[src/rtl/bias_pkg.sv]
// ----------------------------------------------------------------------------
// bias_pkg
//   Shared definitions for the bias_stream block: the run-control state
//   encoding and the counter-width helper used to size address and pass
//   counters.
// ----------------------------------------------------------------------------
package bias_pkg;

  typedef enum logic [1:0] {
    ST_IDLE,
    ST_RUN,
    ST_DRAIN,
    ST_DONE
  } state_e;

  // Bits needed to count 0..value-1, never less than one bit.
  function automatic int clog2_min1(input int value);
    return (value > 1) ? $clog2(value) : 1;
  endfunction

endpackage

[src/rtl/rom.sv]
// ----------------------------------------------------------------------------
// rom
//   Single-port synchronous ROM with one cycle of read latency: q is valid
//   the cycle after ce is sampled high. The array contents are loaded
//   externally; mem_file names the intended initialisation image.
//
//   Ports
//     clk   in   clock, rising edge
//     ce    in   read enable
//     addr  in   word address
//     q     out  read data
// ----------------------------------------------------------------------------
module rom #(
  parameter int    mem_size   = 64,
  parameter int    data_width = 16,
  parameter string mem_file   = ""
) (
  input  logic                                               clk,
  input  logic                                               ce,
  input  logic [((mem_size > 1) ? $clog2(mem_size) : 1)-1:0] addr,
  output logic [data_width-1:0]                              q
);

  logic [data_width-1:0] mem [mem_size];

  // NOTE: neither the array nor q is reset -- a ROM holds its contents, and
  // the consumer ignores q unless it issued the read the cycle before.
  always_ff @(posedge clk) begin
    if (ce) q <= mem[addr];
  end

endmodule

[src/rtl/bias_stream.sv]
// ----------------------------------------------------------------------------
// bias_stream
//   Streams the bias table ROM[0..N_CH-1] N_REP times into a FIFO-style
//   write port. ROM reads are issued ahead of the consumer and land in a
//   2-entry skid buffer whose head drives output_V_din, so the stream runs
//   at one word per cycle and freezes cleanly when the FIFO is full.
//
//   Optional feature (macro BIAS_STREAM_AP_CTRL_EN):
//     defined   -> ap_start/ap_done/ap_idle handshake; a run starts on
//                  ap_start in IDLE.
//     undefined -> one run starts right after reset release, then the block
//                  stays quiet until the next reset.
//
//   Ports
//     ap_clk           in   clock, rising edge
//     ap_rst_n         in   synchronous reset, active low
//     ap_start         in   start a run (BIAS_STREAM_AP_CTRL_EN only)
//     ap_done          out  1-cycle pulse after the last write (ditto)
//     ap_idle          out  high while waiting for ap_start (ditto)
//     output_V_din     out  bias word offered to the FIFO
//     output_V_full_n  in   FIFO can accept a word
//     output_V_write   out  word is written this cycle
// ----------------------------------------------------------------------------
module bias_stream
  import bias_pkg::*;
#(
  parameter int    N_CH       = 64,
  parameter int    N_REP      = 1,
  parameter int    DATA_WIDTH = 16,
  parameter string MEM_FILE   = "./bias.mem"
) (
  input  logic                  ap_clk,
  input  logic                  ap_rst_n,
`ifdef BIAS_STREAM_AP_CTRL_EN
  input  logic                  ap_start,
  output logic                  ap_done,
  output logic                  ap_idle,
`endif
  output logic [DATA_WIDTH-1:0] output_V_din,
  input  logic                  output_V_full_n,
  output logic                  output_V_write
);

  localparam int AW = clog2_min1(N_CH);
  localparam int PW = clog2_min1(N_REP + 1);
  localparam logic [AW-1:0] LAST_ADDR = AW'(N_CH - 1);
  localparam logic [PW-1:0] LAST_PASS = PW'(N_REP - 1);

  state_e                state_q, state_d;
  logic [AW-1:0]         addr_q, addr_d;
  logic [PW-1:0]         pass_q, pass_d;
  logic                  inflight_q, inflight_d;   // ROM read issued last cycle
  logic [1:0]            count_q, count_d;         // skid buffer occupancy
  logic [DATA_WIDTH-1:0] buf0_q, buf0_d;           // head, drives output_V_din
  logic [DATA_WIDTH-1:0] buf1_q, buf1_d;

  logic                  start;
  logic                  pop;
  logic                  push;
  logic                  rom_ce;
  logic [1:0]            occ_after_pop;
  logic [DATA_WIDTH-1:0] rom_q;

`ifdef BIAS_STREAM_AP_CTRL_EN
  assign start   = ap_start;
  assign ap_idle = (state_q == ST_IDLE) || !ap_rst_n;
  assign ap_done = (state_q == ST_DONE) && ap_rst_n;
`else
  // Remembers that this reset period already had its run.
  logic launched_q, launched_d;

  assign start      = ~launched_q;
  assign launched_d = launched_q | (state_q == ST_IDLE);

  always_ff @(posedge ap_clk) begin
    if (!ap_rst_n) launched_q <= 1'b0;
    else           launched_q <= launched_d;
  end
`endif

  // Outputs are gated by reset so they read 0 for the whole reset cycle.
  assign pop  = ap_rst_n && (count_q != 2'd0) && output_V_full_n;
  assign push = inflight_q;

  // Occupancy once this cycle's write leaves and the in-flight word lands.
  // Counting the departing word is what lets reads keep pace with writes.
  assign occ_after_pop = count_q - {1'b0, pop} + {1'b0, inflight_q};
  assign rom_ce        = ap_rst_n && (state_q == ST_RUN) && (occ_after_pop < 2'd2);

  assign output_V_write = pop;
  assign output_V_din   = ap_rst_n ? buf0_q : '0;

  // NOTE: every signal written below gets its default first, so no path
  // leaves a value unassigned and no latch is inferred.
  always_comb begin
    state_d    = state_q;
    addr_d     = addr_q;
    pass_d     = pass_q;
    inflight_d = rom_ce;
    buf0_d     = buf0_q;
    buf1_d     = buf1_q;
    count_d    = count_q + {1'b0, push} - {1'b0, pop};

    unique case (state_q)
      ST_IDLE: begin
        if (start) begin
          state_d = ST_RUN;
          addr_d  = '0;
          pass_d  = '0;
        end
      end
      ST_RUN: begin
        if (rom_ce) begin
          if (addr_q == LAST_ADDR) begin
            addr_d = '0;
            pass_d = pass_q + PW'(1);
          end else begin
            addr_d = addr_q + AW'(1);
          end
          if (addr_q == LAST_ADDR && pass_q == LAST_PASS) state_d = ST_DRAIN;
        end
      end
      ST_DRAIN: begin
        // Nothing left buffered or in flight: this cycle held the last write.
        if (occ_after_pop == 2'd0) state_d = ST_DONE;
      end
      ST_DONE: state_d = ST_IDLE;
      default: state_d = ST_IDLE;
    endcase

    unique case ({push, pop})
      2'b10: begin
        if (count_q == 2'd0) buf0_d = rom_q;
        else                 buf1_d = rom_q;
      end
      2'b01: buf0_d = buf1_q;
      2'b11: begin
        if (count_q == 2'd1) begin
          buf0_d = rom_q;
        end else begin
          buf0_d = buf1_q;
          buf1_d = rom_q;
        end
      end
      default: ;
    endcase
  end

  // NOTE: state uses non-blocking assignments and a reset sampled on the
  // clock edge; a mid-run reset therefore drops buffered and in-flight words.
  always_ff @(posedge ap_clk) begin
    if (!ap_rst_n) begin
      state_q    <= ST_IDLE;
      addr_q     <= '0;
      pass_q     <= '0;
      inflight_q <= 1'b0;
      count_q    <= 2'd0;
      buf0_q     <= '0;
      buf1_q     <= '0;
    end else begin
      state_q    <= state_d;
      addr_q     <= addr_d;
      pass_q     <= pass_d;
      inflight_q <= inflight_d;
      count_q    <= count_d;
      buf0_q     <= buf0_d;
      buf1_q     <= buf1_d;
    end
  end

  rom #(
    .mem_size  (N_CH),
    .data_width(DATA_WIDTH),
    .mem_file  (MEM_FILE)
  ) u_rom (
    .clk (ap_clk),
    .ce  (rom_ce),
    .addr(addr_q),
    .q   (rom_q)
  );

endmodule

[config.mk]
export PLATFORM = sky130hd
export DESIGN_NAME = bias_stream
export DESIGN_NICKNAME = d
export VERILOG_FILES = /design/src/rtl/bias_pkg.sv /design/src/rtl/rom.sv /design/src/rtl/bias_stream.sv
export SDC_FILE = /design/constraint.sdc
export NUM_CORES = 1
export LEC_CHECK = 0
export ABC_AREA = 1
export BUFFER_PORTS_ARGS = -buffer_cell sky130_fd_sc_hd__buf_2
export CAP_MARGIN = 20
export CORE_UTILIZATION = 45
export CTS_CLUSTER_SIZE = 25
export DETAILED_ROUTE_END_ITERATION = 16
export GPL_TIMING_DRIVEN = 0
export SETUP_SLACK_MARGIN = 0.4
export SLEW_MARGIN = 10
export SYNTH_ARGS = -nofsm -noshare
export SYNTH_HDL_FRONTEND = slang
export SYNTH_HIERARCHICAL = 1
export SYNTH_SLANG_ARGS = --single-unit
[constraint.sdc]
create_clock -name ap_clk -period 2.8 [get_ports ap_clk]
set_input_delay 0.28 -clock ap_clk [delete_from_list [all_inputs] [get_ports ap_clk]]
set_output_delay 0.28 -clock ap_clk [all_outputs]
set_load 0.02 [all_outputs]
# [After elaboration in Yosys (flattened, before gate mapping)]
# Cells that the tools add are included.
[classes] eq_ne=16 add_sub_neg=6 n_mux=20 bitwise_logic=2 reduce_logical=17 magnitude_cmp=1
[ops] cell="$mux W16" n=5
[ops] cell="$pmux W16 S3" n=1
[ops] cell="$pmux W16 S2" n=1
[ops] cell="$mux W6" n=3
[ops] cell="$ne A2 B2 Y1 const B" n=6
[ops] cell="$pmux W6 S2" n=1
[ops] cell="$eq A2 B2 Y1 const B" n=4
[ops] cell="$mux W2" n=4
[ops] cell="$pmux W2 S4" n=1
[ops] cell="$reduce_and A4 Y1" n=2
[ops] cell="$add A6 B1 Y6 const B" n=1
[ops] cell="$eq A2 B1 Y1 const B" n=3
[ops] cell="$eq A6 B6 Y1 const B" n=1
[ops] cell="$logic_not A2 Y1" n=3
[ops] cell="$reduce_and A3 Y1" n=2
[ops] cell="$reduce_bool A2 Y1" n=3
[ops] cell="$logic_and A1 B1 Y1" n=5
[ops] cell="$add A2 B1 Y2" n=2
[ops] cell="$ne A2 B1 Y1 const B" n=2
[ops] cell="$sub A2 B1 Y2" n=2
[ops] cell="$mux W1" n=3
[ops] cell="$reduce_bool A3 Y1" n=1
[ops] cell="$lt A2 B2 Y1 const B" n=1
[ops] cell="$pmux W1 S2" n=1
[ops] cell="4 further kinds" n=4
[word_totals] in_bits=3 out_inout_bits=17 wordCells=71 ff_bits=61

# [Logic depth before layout (Yosys ltp)]
# Gate-level depths: netlist (run 1).
[depth] word_depth=9 ltp_mapped=18

# [By module]
# Netlist (run 1), hierarchy kept.
[by_module_without_submodules] module="bias_stream" area_per_inst_um2=2249.7 seq_area_each_um2=900.9 instances=1 cells_each=335
[by_module_without_submodules] module="rom" area_per_inst_um2=123.9 seq_area_each_um2=0.0 instances=1 cells_each=17

# [Worst setup path before layout (run 1)]
# Ideal clock, no wire load.
[synth_timing] kind="register -> register" start="reg count_q[1]" end="reg pass_q" t_arrival_ps=2173 setup_time_ps=109 slack_ps=518 stages_incl_launch_ff=18 path_buffers=1 path_cell_list="dfxtp_1 > nor2_2 > nor3_4 > buf_2 > ha_1 > inv_1 > ha_1 > inv_1 > nand2_1 > nand3_1 > nand2_1 > nand2_1 > nand2_2 > nand2_1 > nor2_1 > o21ai_0 > nand2_1 > inv_1"
[synth_via] elab_chain_len=9
[synth_lines] item="start: declaration" line="bias_stream.sv:53" text="logic [1:0] count_q, count_d;"
[synth_lines] item="start signal: assignment" line="bias_stream.sv:165" text="count_q <= count_d;"
[synth_lines] item="$reduce_bool A2 Y1" line="bias_stream.sv:82" text="assign pop = ap_rst_n && (count_q != 2'd0) && output_V_full_n;"
[synth_lines] item="$logic_and A1 B1 Y1 (2 in a row)" line="bias_stream.sv:82"
[synth_lines] item="via output_V_write" line="bias_stream.sv:41" text="output logic output_V_write"
[synth_lines] item="$sub A2 B1 Y2" line="bias_stream.sv:87" text="assign occ_after_pop = count_q - {1'b0, pop} + {1'b0, inflight_q};"
[synth_lines] item="$add A2 B1 Y2" line="bias_stream.sv:87"
[synth_lines] item="$lt A2 B2 Y1" line="bias_stream.sv:88" text="assign rom_ce = ap_rst_n && (state_q == ST_RUN) && (occ_after_pop < 2'd2);"
[synth_lines] item="$logic_and A1 B1 Y1" line="bias_stream.sv:88"
[synth_lines] item="$ne A2 B2 Y1 (no line)"
[synth_lines] item="$reduce_and A4 Y1 (no line)"
[synth_lines] item="end signal: assignment" line="bias_stream.sv:163" text="pass_q <= pass_d;"
[synth_lines] item="end: declaration" line="bias_stream.sv:51" text="logic [PW-1:0] pass_q, pass_d;"
# The timed path passes the listed nets, and every way through them passes these cells.
# A chain may end at the register's enable or synchronous reset.

# [Worst setup path in the final report (run 1)]
[layout_timing] start="reg count_q[0]" end="reg state_q[0]"
[layout_via] elab_chain_len=9 elab_cells_between_ends=11 cone_classes="add/sub: 2; order compare: 1; eq/ne: 2; reduce/logical: 6"
[layout_lines] item="$reduce_bool A2 Y1" line="bias_stream.sv:82"
[layout_lines] item="$logic_and A1 B1 Y1 (2 in a row)" line="bias_stream.sv:82"
[layout_lines] item="$sub A2 B1 Y2 (*)" line="bias_stream.sv:87"
[layout_lines] item="$add A2 B1 Y2 (*)" line="bias_stream.sv:87"
[layout_lines] item="$lt A2 B2 Y1" line="bias_stream.sv:88"
[layout_lines] item="$logic_and A1 B1 Y1" line="bias_stream.sv:88"
[layout_lines] item="$ne A2 B2 Y1 (no line)"
[layout_lines] item="$reduce_and A4 Y1 (no line) (*)"
[layout_lines] item="end signal: assignment" line="bias_stream.sv:161" text="state_q <= state_d;"
[layout_lines] item="end: declaration" line="bias_stream.sv:49" text="state_e state_q, state_d;"
# Every way passes the cells marked *; elsewhere a longest branch is shown, timed or not.

==> results.txt, run 1 <==
The flow ran to the end, and the final reports show no timing, DRC or antenna violations. For this run, the detailed router's first-pass iteration total came to 5. The final weighted congestion of routability-driven global placement is 0.7616. The total clock sinks came out at 45. The hold buffer count at CTS came out at 0. The maximum frequency from static timing analysis is 458.1 MHz. Global routing used 4.201% of the available met3 tracks. In this run the core area contains 26 standard-cell rows. Among all stages on the critical path, the largest delay is contributed by dfxtp_2. In this design, the stage delay of the slowest critical-path cell is 340 ps.

The final net count came out at 403. Setup repair after global routing left no endpoint under its margin. The maximum clock skew at final layout is 7.076 ps. The number of global-route vias before repair was 1857. The die width is 74.57 um. Global routing used 32.23% of the available met2 tracks. The number of antenna violations at the first check in global routing came out at 0. The number of design rule violations left after detail routing is 0. STA classifies the critical path startpoint as a flop. The final count of hold timing violations is 0. The tree is rooted in a clkbuf_8.

The count of non-filler cells in the finished layout came out at 465. The initial core utilization is 46.70%. The tool flagged a number of max-cap violations equal to 0. STA classifies the critical path endpoint as a flop. Summed over all layers, the global routing overflow is 0. The layout has 540 filler cells. The pin count of the biggest net entering global routing came out at 14. For the worst setup path, the data required time is 3030 ps. The number of warning messages in the yosys log is 6. The average footprint of a synthesized cell is 6.751 um2.

The clock latency at the later pin of the worst-skew pair came out at 300 ps. The number of cells in the design after placement came out at 455. In the final routed layout, each cell accounts on average for 10.99 um.

The detail route stage leaves a number of antenna-violating nets equal to 0. The share of the clock period used by the worst path is 77.97%. The maximum fanout along the worst path came out at 8.

Broken down by cell family, the worst path's largest delay share belongs to simple AND/OR/NAND/NOR gates. The die covers 0.005561 mm2. The leakage component of the power came out at 1.500 nW. The worst setup path category is reg2reg. The clock slew seen by the registers of the worst setup and hold paths came out at 80 ps. The number of top-level pins came out at 20. The combined buffer and inverter count along the critical path came out at 3. The post-DP HPWL came out at 3606 um. The first-pass GRT wire length came out at 8431 um. The ratio of cells with drive above 1 in the final layout is 15.70%. The total count of max-transition violations in the final report is 0.

The number of port buffers came out at 19. TritonCTS built the clock tree. For this run, the total global-route usage over all layers was measured as 20.06%.

Counting I/O delays and the setup requirement, the final critical path takes 2183 ps. The total of endpoints with negative setup slack in the final report came out at 0. The type of the worst min-delay path is in2reg. The level count of the clock H-tree came out at 2. The power density of the placed cells is 817.0 mW/mm2.

Counting every instance in the synthesized netlist gives 351. The routed design has 5112 um of wire. The actual slew at the worst max-slew pin is 506.6 ps.

The worst vdd rail ir drop is 318.4 uV. The register-to-register setup slack came out at 620 ps. The area of the placeable core is 0.005075 mm2. met2 is the most crowded layer. For the final routed database, the setup TNS stands at 0 ps. The area added between synthesis and finish is 16.74%.

The number of antenna repair diodes is 0. The floorplan step set the die height to 74.57 um. The most numerous cell type found on the critical path is nand2_1.

The average vias per placed instance is 4.523. The number of clock buffers added by TritonCTS is 5. Across all layers, the routed design uses 2103 vias.

Traced cell by cell, the critical path runs through nor2_4 > nor3_4 > buf_6 > ha_1 > inv_1 > ha_1 > inv_1 > nand2_1 > nand2_1 > nand2_1 > nand2_1 > nand2_1 > nand2_4 > nand2_1 > nor2_1 > nor2_1 > nor2_1. The mapped netlist covers 0.002370 mm2. The global routing usage on met1 came out at 27.43%. Data arrives at the worst endpoint at 2420 ps.

The worst relative slew slack is 66.22%. The violation count after the first detailed-route iteration is 95. The largest buffer count on any clock path is 2.
layout by cell type (no fill, tap or decap), types with 2 or more instances in the layout:
master    count
inv_1        61
nand2_1      62
o211ai_1     12
nand3_1      34
nand2_4       2
conb_1       16
ha_1          6
clkbuf_1      8
o21ai_1       4
nor2_1       40
inv_2         2
o21bai_1      4
clkbuf_8      6
o21ai_0      25
buf_4        19
nand3b_1      2
dfxtp_2       2
dfxtp_1      43
a21oi_1      12
buf_2        26
sequential cells by signal, indices dropped and copies added, names as in the netlist:
register / cells
addr_q: 6
buf0_q: 16
buf1_q: 16
count_q: 2
inflight_q: 1
launched_q: 1
pass_q: 1
state_q: 2
through the flow:
step	power (mW)	worst slack, ps	utilization, %	hold slack, ps	area (um2)
2_1_floorplan	1.518	536.6	-	429.8	2426
4_1_cts	2.247	427.8	54.02	304.3	2741
6_report	2.260	616.8	54.51	313.4	2766
3_5_place_dp	1.722	166.9	51.41	448.2	2609
3_3_place_gp	1.708	201.7	51.41	442.8	2609
5_1_grt	2.457	416.3	54.51	331.9	2766
per-layer routing:
layer | part of all wire (%) | vias up
met3 | 2.8 | 4
met5 | 0 | -
met2 | 45 | 25
li1 | - | 1148
met1 | 51 | 926
met4 | 0.74 | 0
report_power, final:
group	internal [mW]	switching, mW
Combinational	0.325	0.550
Sequential	0.788	0.0888
Clock	0.291	0.217
path summary, 6_finish.rpt:
path / start / end / depth (start not counted)
worst max-delay path: count_q[0]$_SDFF_PN0_ / state_q[0]$_SDFFE_PN0P_ / 17
worst min register to register: buf1_q[2]$_SDFFE_PN0P_ / buf1_q[2]$_SDFFE_PN0P_ / 2
worst max register to register: count_q[0]$_SDFF_PN0_ / state_q[0]$_SDFFE_PN0P_ / 17
worst min-delay path: ap_rst_n / launched_q$_SDFF_PN0_ / 3
tightest hold or removal path: stages:
cell and delay, ps:
buf_2 120, inv_2 80, nor2_1 90
repair_timing:
| item | in CTS | in global routing |
|---|---|---|
| setup endpoints to repair | 8 | 8 |
| pin swaps | 1 | 1 |
| buffers inserted | 1 | 1 |
| gates resized for setup | 3 | 5 |
layout make-up:
class                           count  area (um2)  share of cell area [%]
Sequential cell                    45       903.4                   32.65
Tap cell                           70       87.58                   3.166
Multi-Input combinational cell    226        1112                   40.21
Buffer                             32       200.2                   7.237
Clock inverter                      1       30.03                   1.085
Timing Repair Buffer               21       110.1                   3.980
Clock buffer                        7       86.33                   3.121
Inverter                           63       236.5                   8.548
(Power assumes the default switching activity.)
==> run 2, diff against run 1 <==
--- a/config.mk
+++ b/config.mk
@@ -12,6 +12,7 @@
 export CTS_CLUSTER_SIZE = 25
 export DETAILED_ROUTE_END_ITERATION = 16
 export GPL_TIMING_DRIVEN = 0
+export PLACE_DENSITY = 0.65
 export SETUP_SLACK_MARGIN = 0.4
 export SLEW_MARGIN = 10
 export SYNTH_ARGS = -nofsm -noshare
==> constraint.sdc (replaced) <==
create_clock -name ap_clk -period 1.8 [get_ports ap_clk]
set_input_delay 0.18 -clock ap_clk [delete_from_list [all_inputs] [get_ports ap_clk]]
set_output_delay 0.18 -clock ap_clk [all_outputs]
set_load 0.02 [all_outputs]
==> run 2 against run 1 <==
Against the previous run:
- the run now ends with negative setup slack left
- routed wire length increased by 7.4%
- non-clock buffer count increased by 13
- sequential power increased by 56%
- via count increased by 5.7%
==> results.txt, run 2 (synthesis results as in run 1) <==
The final count of hold timing violations came out at 0 (unchanged). The endpoint kind of the worst setup timing path was a flop (unchanged). The net switching share of the total power came out at 39.58% (was 37.87%). The routed wire length came out at 5488 um (was 5112 um).

The number of design rule violations left after detail routing came out at 0 (unchanged). The combined buffer and inverter count along the critical path is 4 (was 3). The initial core utilization came out at 46.70% (unchanged).

The maximum frequency from static timing analysis was 506.4 MHz (was 458.1 MHz). The clock slew seen by the registers of the worst setup and hold paths came out at 90 ps (was 80 ps). The worst slack after detailed placement was -453.4 ps (was 166.9 ps). The multi-input gate area in the final layout is 0.001313 mm2 (was 0.001112 mm2). The average vias per placed instance is 4.649 (was 4.523). The power density of the placed cells was 1209 mW/mm2 (was 817.0 mW/mm2). The final weighted congestion of routability-driven global placement was 0.7731 (was 0.7616). The leakage component of the power came out at 1.651 nW (was 1.500 nW).

The actual slew at the worst max-slew pin is 628.4 ps (was 506.6 ps). The type of the worst min-delay path is in2reg (unchanged). The cell at the root of the clock tree was clkbuf_8 (unchanged). Registers with the most flip-flops: buf0_q x16, buf1_q x16, addr_q x6 (unchanged).

The final net count came to 416 (was 403). The switching power was 1.507 mW (was 855.9 uW). The number of max-capacitance violations reported came to 0 (unchanged). The final worst-path setup slack is -174.9 ps (was 616.8 ps). The largest buffer count on any clock path was 2 (unchanged).

The total of endpoints with negative setup slack in the final report is 9 (was 0). Cells along the critical path: nor2_4 > nor3_4 > buf_6 > ha_4 > inv_2 > ha_4 > inv_2 > nand2_2 > nand2_1 > nand2_1 > nand2_2 > nand2_2 > nand2_4 > nand2_4 > nor2_2 > o21ai_1 > nand2_1 > inv_1 (was nor2_4 > nor3_4 > buf_6 > ha_1 > inv_1 > ha_1 > inv_1 > nand2_1 > nand2_1 > nand2_1 > nand2_1 > nand2_1 > nand2_4 > nand2_1 > nor2_1 > nor2_1 > nor2_1). The worst vdd rail ir drop is 502.9 uV (was 318.4 uV). The number of antenna violations at the first check in global routing is 0 (unchanged).

The total power consumption of the routed design came out at 3.809 mW (was 2.260 mW). The maximum cell stage delay along the critical path came out at 340 ps (about the same). The number of buffers created by CTS is 5 (unchanged). Highest-count cells in the layout ignoring fill and taps: inv_1, nand2_1, dfxtp_1 (was nand2_1, inv_1, dfxtp_1).

The largest delay contributor family on the critical path is simple AND/OR/NAND/NOR gates (unchanged). The clock latency at the later pin of the worst-skew pair is 300 ps (about the same). The area added between synthesis and finish came out at 33.00% (was 16.74%). The first-pass GRT wire length is 8466 um (was 8431 um).

The area of the placeable core is 0.005075 mm2 (unchanged). The overall die height came to 74.57 um (unchanged). The via count came out at 2222 (was 2103). The required time reported for the critical path endpoint came out at 2000 ps (was 3030 ps).

The total count of max-transition violations in the final report came out at 0 (unchanged). The final reports fail on negative setup slack. The number of cells in the design after placement is 455 (unchanged). The total clock sinks was 45 (unchanged). The minimum clock period is 1975 ps (was 2183 ps).

The ratio of cells with drive above 1 in the final layout is 30.39% (was 15.70%). The violation count after the first detailed-route iteration came out at 77 (was 95). Setup repair after global routing missed its margin: yes (was no). The area of all placed cells without fillers was 0.003152 mm2 (was 0.002766 mm2). The number of global-route vias before repair is 1859 (was 1857).

The critical path's slowest cell was dfxtp_2 (unchanged). The full die area is 0.005561 mm2 (unchanged). The overall global routing resource usage is 20.28% (was 20.06%).

The worst path arrival time is 2180 ps (was 2420 ps). The maximum clock skew at final layout came to 7.384 ps (was 7.076 ps). The level count of the clock H-tree was 2 (unchanged).

The accumulated negative setup slack came out at -1354 ps (was 0 ps). The worst setup path category is reg2reg (unchanged). The TritonCTS clock tree is done (unchanged). The utilization of the core after routing came out at 62.11% (was 54.51%). The placement row count came out at 26 (unchanged). The logic gate share of total power is 45.7% (was 38.7%). The final hold slack came to 215.8 ps (was 313.4 ps). The number of top-level pins came to 20 (unchanged). The count of non-filler cells in the finished layout is 478 (was 465). The commonest non-fill, non-tap cell in the layout is inv_1 (was nand2_1). The maximum fanout along the worst path is 7 (was 8). The internal portion of total power came out at 2.302 mW (was 1.404 mW). The part of the total power dissipated in the clock network is 18.2% (was 22.5%).

The die width is 74.57 um (unchanged). The number of nets with antenna violations after routing came out at 0 (unchanged). The critical path launch point type was a flop (unchanged).

Run status: finished, violations left (was finished clean). The number of port buffers came out at 19 (unchanged). The area after detailed placement came out at 0.002669 mm2 (was 0.002609 mm2). The sequential fraction of design power is 36.1% (was 38.8%). The count of TritonRoute iterations in the first routing pass came out at 4 (was 5).

The count of filler cells inserted in the layout came out at 475 (was 540). The area used by sequential logic in the layout is 905.9 um2 (was 903.4 um2). The post-DP HPWL was 3587 um (was 3606 um).

The pin count of the biggest net entering global routing is 14 (unchanged). The leftover overflow at the end of global routing came out at 0 (unchanged). The routed wire length per instance came out at 11.48 um (was 10.99 um).

The share of the clock period used by the worst path came out at 109.7% (was 77.97%). The number of antenna repair diodes is 0 (unchanged). The worst relative slew slack came out at 58.11% (was 66.22%).
-- run 2: power groups by stage --
stage / registers, mW / clock network, mW / logic [mW]
finish: 1.37 / 0.693 / 1.74
global route: 1.41 / 0.760 / 1.95
detailed placement: 1.38 / 0 / 1.40
CTS: 1.36 / 0.707 / 1.56
global placement: 1.38 / 0 / 1.38
floorplan: 1.35 / 0 / 1.12
-- run 2: metal layers --
layer  track usage (%)  wire length, um  vias to the layer above  part of all wire (%)
met5                 0                0                        -                     0
met4             5.031               47                        0                  0.86
met3             4.878              156                        5                   2.8
met2             34.93             2759                       30                    50
met1             25.44             2525                     1004                    46
li1                  -                -                     1183                     -
-- run 2: final cells by class --
| cell class | instances | area share (%) |
|---|---|---|
| well taps | 70 | 2.779 |
| clock inverters | 1 | 0.1588 |
| multi-input cells | 226 | 41.64 |
| clock buffers | 7 | 3.057 |
| flip-flops and latches | 45 | 28.74 |
| plain buffers | 32 | 7.821 |
| inverters | 63 | 7.741 |
| repair buffers | 34 | 8.059 |
-- run 2: final timing paths --
path | end | slack (ps) | depth (start not counted) | startpoint
worst max-delay path | pass_q$_SDFFE_PN0P_ | -170 | 18 | count_q[0]$_SDFF_PN0_
worst min-delay path | count_q[1]$_SDFF_PN0_ | 220 | 3 | ap_rst_n
worst max register to register | pass_q$_SDFFE_PN0P_ | -170 | 18 | count_q[0]$_SDFF_PN0_
worst min register to register | buf1_q[0]$_SDFFE_PN0P_ | 460 | 2 | buf1_q[0]$_SDFFE_PN0P_
-- run 2: worst register-to-register path: cells and delay by family (launching register included) --
| kind | cells | cell delay [ps] |
|---|---|---|
| fa+ha+maj | 2 | 400 |
| compound gates | 1 | 60 |
| simple gates | 11 | 820 |
| buf+inv | 4 | 230 |
| flops | 1 | 340 |
-- run 2: timing repair --
action	CTS	global route
cloned	0	2
resized for setup	23	72
setup buffers	10	3
endpoints found under the setup margin	59	45
pin swaps	12	10
hold buffers	0	0
==> run 3, diff against run 2 <==
--- a/config.mk
+++ b/config.mk
@@ -5,14 +5,13 @@
 export SDC_FILE = /design/constraint.sdc
 export NUM_CORES = 1
 export LEC_CHECK = 0
-export ABC_AREA = 1
 export BUFFER_PORTS_ARGS = -buffer_cell sky130_fd_sc_hd__buf_2
 export CAP_MARGIN = 20
-export CORE_UTILIZATION = 45
+export CORE_UTILIZATION = 54
 export CTS_CLUSTER_SIZE = 25
 export DETAILED_ROUTE_END_ITERATION = 16
 export GPL_TIMING_DRIVEN = 0
-export PLACE_DENSITY = 0.65
+export PLACE_DENSITY = 0.74
 export SETUP_SLACK_MARGIN = 0.4
 export SLEW_MARGIN = 10
 export SYNTH_ARGS = -nofsm -noshare
==> run 3 against run 2 <==
Against the previous run:
- the flow still finishes with violations (negative setup slack)
- via count decreased by 19%
- sequential share of layout area up 1.7 points
- clock skew decreased by 2.3 ps
- cell count is 26% lower
- first-iteration DRC count is 13% higher
- register-to-register slack lost 270 ps
- total power is 5.1% higher
- critical path type unchanged
- largest cell class unchanged
==> results.txt, run 3 <==
The number of flops mapped to enable cells by yosys came out at 0. The overall global routing resource usage was 24.67% (was 20.28%). The overall die height came out at 66.31 um (was 74.57 um).

The cell count after synthesis came out at 243 (was 351). The number of max-capacitance violations reported is 0 (unchanged). The cell at the root of the clock tree was clkbuf_8 (unchanged). Setup repair after global routing missed its margin: yes (unchanged). The async set-or-reset flop fraction in the synthesized netlist is 0%. The average vias per placed instance was 5.122 (was 4.649). The startpoint of the most critical register-to-register path is count_q[0]$_SDFF_PN0_ (unchanged). The initial core utilization came out at 56.24% (was 46.70%).

The dominant cell by count in the synthesized netlist is dfxtp_1. The startpoint of the worst hold path is ap_rst_n (unchanged). Registers with the most flip-flops: buf0_q x16, buf1_q x16, addr_q x6 (unchanged). The number of design rule violations left after detail routing came out at 0 (unchanged).

The area added between synthesis and finish came out at 33.05% (was 33.00%). The commonest non-fill, non-tap cell in the layout was dfxtp_1 (was inv_1). The final net count came out at 311 (was 416). The full die area came out at 0.004397 mm2 (was 0.005561 mm2). The average footprint of a synthesized cell is 9.191 um2 (was 6.751 um2). Highest-count cells in the layout ignoring fill and taps: dfxtp_1, nor2_1, mux2i_1 (was inv_1, nand2_1, dfxtp_1).

Failing checks: negative setup slack (unchanged). The clock slew seen by the registers of the worst setup and hold paths is 80 ps (was 90 ps). The maximum frequency from static timing analysis was 445.2 MHz (was 506.4 MHz).

The total count of max-transition violations in the final report came out at 0 (unchanged). The number of warning messages in the yosys log is 6 (unchanged). The number of nets with antenna violations after routing is 0 (unchanged). The post-DP HPWL is 2976 um (was 3587 um). The hold path endpoint is state_q[0]$_SDFFE_PN0P_ (was count_q[1]$_SDFF_PN0_).

By area the synthesized netlist is led by dfxtp_1, mux2i_1, nor2_1. The routed wire length is 5077 um (was 5488 um). The launch point of the worst path was count_q[0]$_SDFF_PN0_ (unchanged). The terminus of the critical flop-to-flop path is pass_q$_SDFFE_PN0P_ (unchanged). The global routing usage on met1 is 30.30% (was 25.44%).

The worst setup path category is reg2reg (unchanged). The clock latency at the later pin of the worst-skew pair is 300 ps (about the same). The level count of the clock H-tree is 2 (unchanged).

The met3 usage was 5.345% (was 4.878%). The worst hold path cell count came out at 3 (unchanged). Sequential cells were found to cover 40.34% of the synthesized design area. The cell count of the worst reg-to-reg path came to 10 (was 18). The number of distinct library cells after synthesis is 33. The placement row count is 23 (was 26). The fraction of post-synthesis cell area in the top cell type by area is 40.34%. The worst vdd rail ir drop is 708.7 uV (was 502.9 uV). The worst path arrival time is 2470 ps (was 2180 ps). The endpoint kind of the worst setup timing path is a flop (unchanged). The pin count of the biggest net entering global routing came out at 14 (unchanged). The final count of hold timing violations came out at 0 (unchanged). The number of antenna repair diodes came out at 0 (unchanged). The type of the worst min-delay path is in2reg (unchanged). The share of the clock period used by the worst path is 124.8% (was 109.7%).

The met2 capacity usage during global routing is 42.22% (was 34.93%). The violation count after the first detailed-route iteration came out at 87 (was 77). The flip-flop and latch count after synthesis came out at 45. The final weighted congestion of routability-driven global placement is 0.8210 (was 0.7731).

The power density of the placed cells is 1347 mW/mm2 (was 1209 mW/mm2). The largest buffer count on any clock path is 2 (unchanged). The maximum clock skew at final layout came to 5.112 ps (was 7.384 ps). The utilization of the core after routing is 74.83% (was 62.11%). The die width came to 66.31 um (was 74.57 um). The first-pass GRT wire length came out at 7997 um (was 8466 um). The count of filler cells inserted in the layout came out at 265 (was 475). The leftover overflow at the end of global routing is 0 (unchanged). The number of buffers created by CTS is 5 (unchanged).

Run status: finished, violations left (unchanged). The required time reported for the critical path endpoint was 2030 ps (was 2000 ps). The worst relative slew slack is 40.89% (was 58.11%). The maximum fanout along the worst path is 2 (was 7). The area of the placeable core came out at 0.003971 mm2 (was 0.005075 mm2). The number of top-level pins came out at 20 (unchanged).

The routed wire length per instance is 14.42 um (was 11.48 um). The actual slew at the worst max-slew pin came out at 877.3 ps (was 628.4 ps). The count of TritonRoute iterations in the first routing pass is 5 (was 4).

The total of endpoints with negative setup slack in the final report is 9 (unchanged). The minimum clock period came out at 2246 ps (was 1975 ps). Sorting the synthesized cells by how often they occur yields dfxtp_1, nor2_1, mux2i_1, buf_4, and2_1.

The TritonCTS clock tree is done (unchanged). The number of port buffers is 18 (was 19). The summed instance area of the synthesized netlist is 0.002233 mm2 (was 0.002370 mm2). The total power consumption of the routed design is 4.003 mW (was 3.809 mW). The total clock sinks is 45 (unchanged). The number of global-route vias before repair was 1689 (was 1859). The leakage component of the power came to 1.446 nW (was 1.651 nW). The synthesized design spends more area on one cell type than any other, namely dfxtp_1. The most used flip-flop cell after synthesis is dfxtp_1.

The ratio of cells with drive above 1 in the final layout is 31.13% (was 30.39%). The number of antenna violations at the first check in global routing came out at 0 (unchanged). The most heavily used metal layer in global routing is met2 (unchanged). The final worst-path setup slack came out at -446.2 ps (was -174.9 ps). The critical path launch point type is a flop (unchanged). The register-to-register setup slack is -450 ps (was -170 ps).

The via count is 1803 (was 2222).
[run 3: how the worst max path moves through the flow]
| stage | endpoint | slack [ps] |
|---|---|---|
| after detailed placement | pass_q$_SDFFE_PN0P_ | -570 |
| after global placement | pass_q$_SDFFE_PN0P_ | -520 |
| after floorplan | pass_q$_SDFFE_PN0P_ | -440 |
| after global routing | pass_q$_SDFFE_PN0P_ | -550 |
| after CTS | pass_q$_SDFFE_PN0P_ | -420 |
| final | pass_q$_SDFFE_PN0P_ | -450 |
[run 3: stage by stage]
step / hold slack, ps / cell area, um2 / cells / setup TNS, ps / worst slack (ps)
final: 224.4 / 2972 / 352 / -3193 / -446.2
after global routing: 229.1 / 2972 / 352 / -4162 / -549.6
after CTS: 202.7 / 2815 / 347 / -2546 / -418.9
after detailed placement: 478.2 / 2474 / 326 / -2874 / -566.5
after global placement: 467.7 / 2474 / 326 / -2304 / -517.1
after floorplan: 452.6 / 2321 / 258 / -1600 / -436.3
[run 3: cell families (layout without fill, tap and decap cells)]
| group | count (synthesis) | count (layout) | share of synthesized area [%] |
|---|---|---|---|
| and+or+nand+nor | 78 | 78 | 17.31 |
| muxes | 34 | 34 | 15.24 |
| adders and majority gates | 6 | 6 | 3.361 |
| xor gates and xnor gates | 1 | 1 | 1.064 |
| DFF | 45 | 45 | 40.34 |
| other | 1 | 16 | 0.1679 |
| buffers and inverters | 36 | 80 | 9.132 |
| AOI/OAI and AO/OA | 42 | 42 | 13.39 |
[run 3: routing by layer]
layer | up-vias | share of wire [%]
met3 | 9 | 2.5
li1 | 926 | -
met1 | 842 | 45
met4 | 0 | 1.3
met2 | 26 | 51
met5 | - | 0
[run 3: worst max-delay path, cell delays in order, from the launching register on]
cell      delay (ps)
dfxtp_2          330
o211ai_1         240
inv_2             90
ha_4             270
inv_2             30
ha_4             140
xnor3_2          250
nand2_4           80
a21oi_4          120
or4b_1           450
a31oi_1          170
[run 3: repair_timing]
item / CTS / global route
gates resized for setup: 24 / 22
pin swaps: 15 / 17
cloned: 1 / 1
hold buffers: 0 / 0
buffers inserted: 13 / 4
setup endpoints to repair: 38 / 45
[run 3: power by group]
group | total [mW] | internal (mW) | switching, mW
logic | 1.91 | 0.909 | 0.996
clock network | 0.742 | 0.404 | 0.339
registers | 1.36 | 1.22 | 0.131
total | 4.00 | 2.54 | 1.47
[run 3: layout make-up]
| type | count | area [um2] | area share, % |
|---|---|---|---|
| Clock inverter | 2 | 35.03 | 1.179 |
| Clock buffer | 5 | 68.82 | 2.316 |
| Timing Repair Buffer | 37 | 312.8 | 10.53 |
| Inverter | 7 | 30.03 | 1.011 |
| Multi-Input combinational cell | 177 | 1344 | 45.22 |
| Buffer | 29 | 215.2 | 7.242 |
| Tap cell | 50 | 62.56 | 2.105 |
| Sequential cell | 45 | 903.4 | 30.40 |
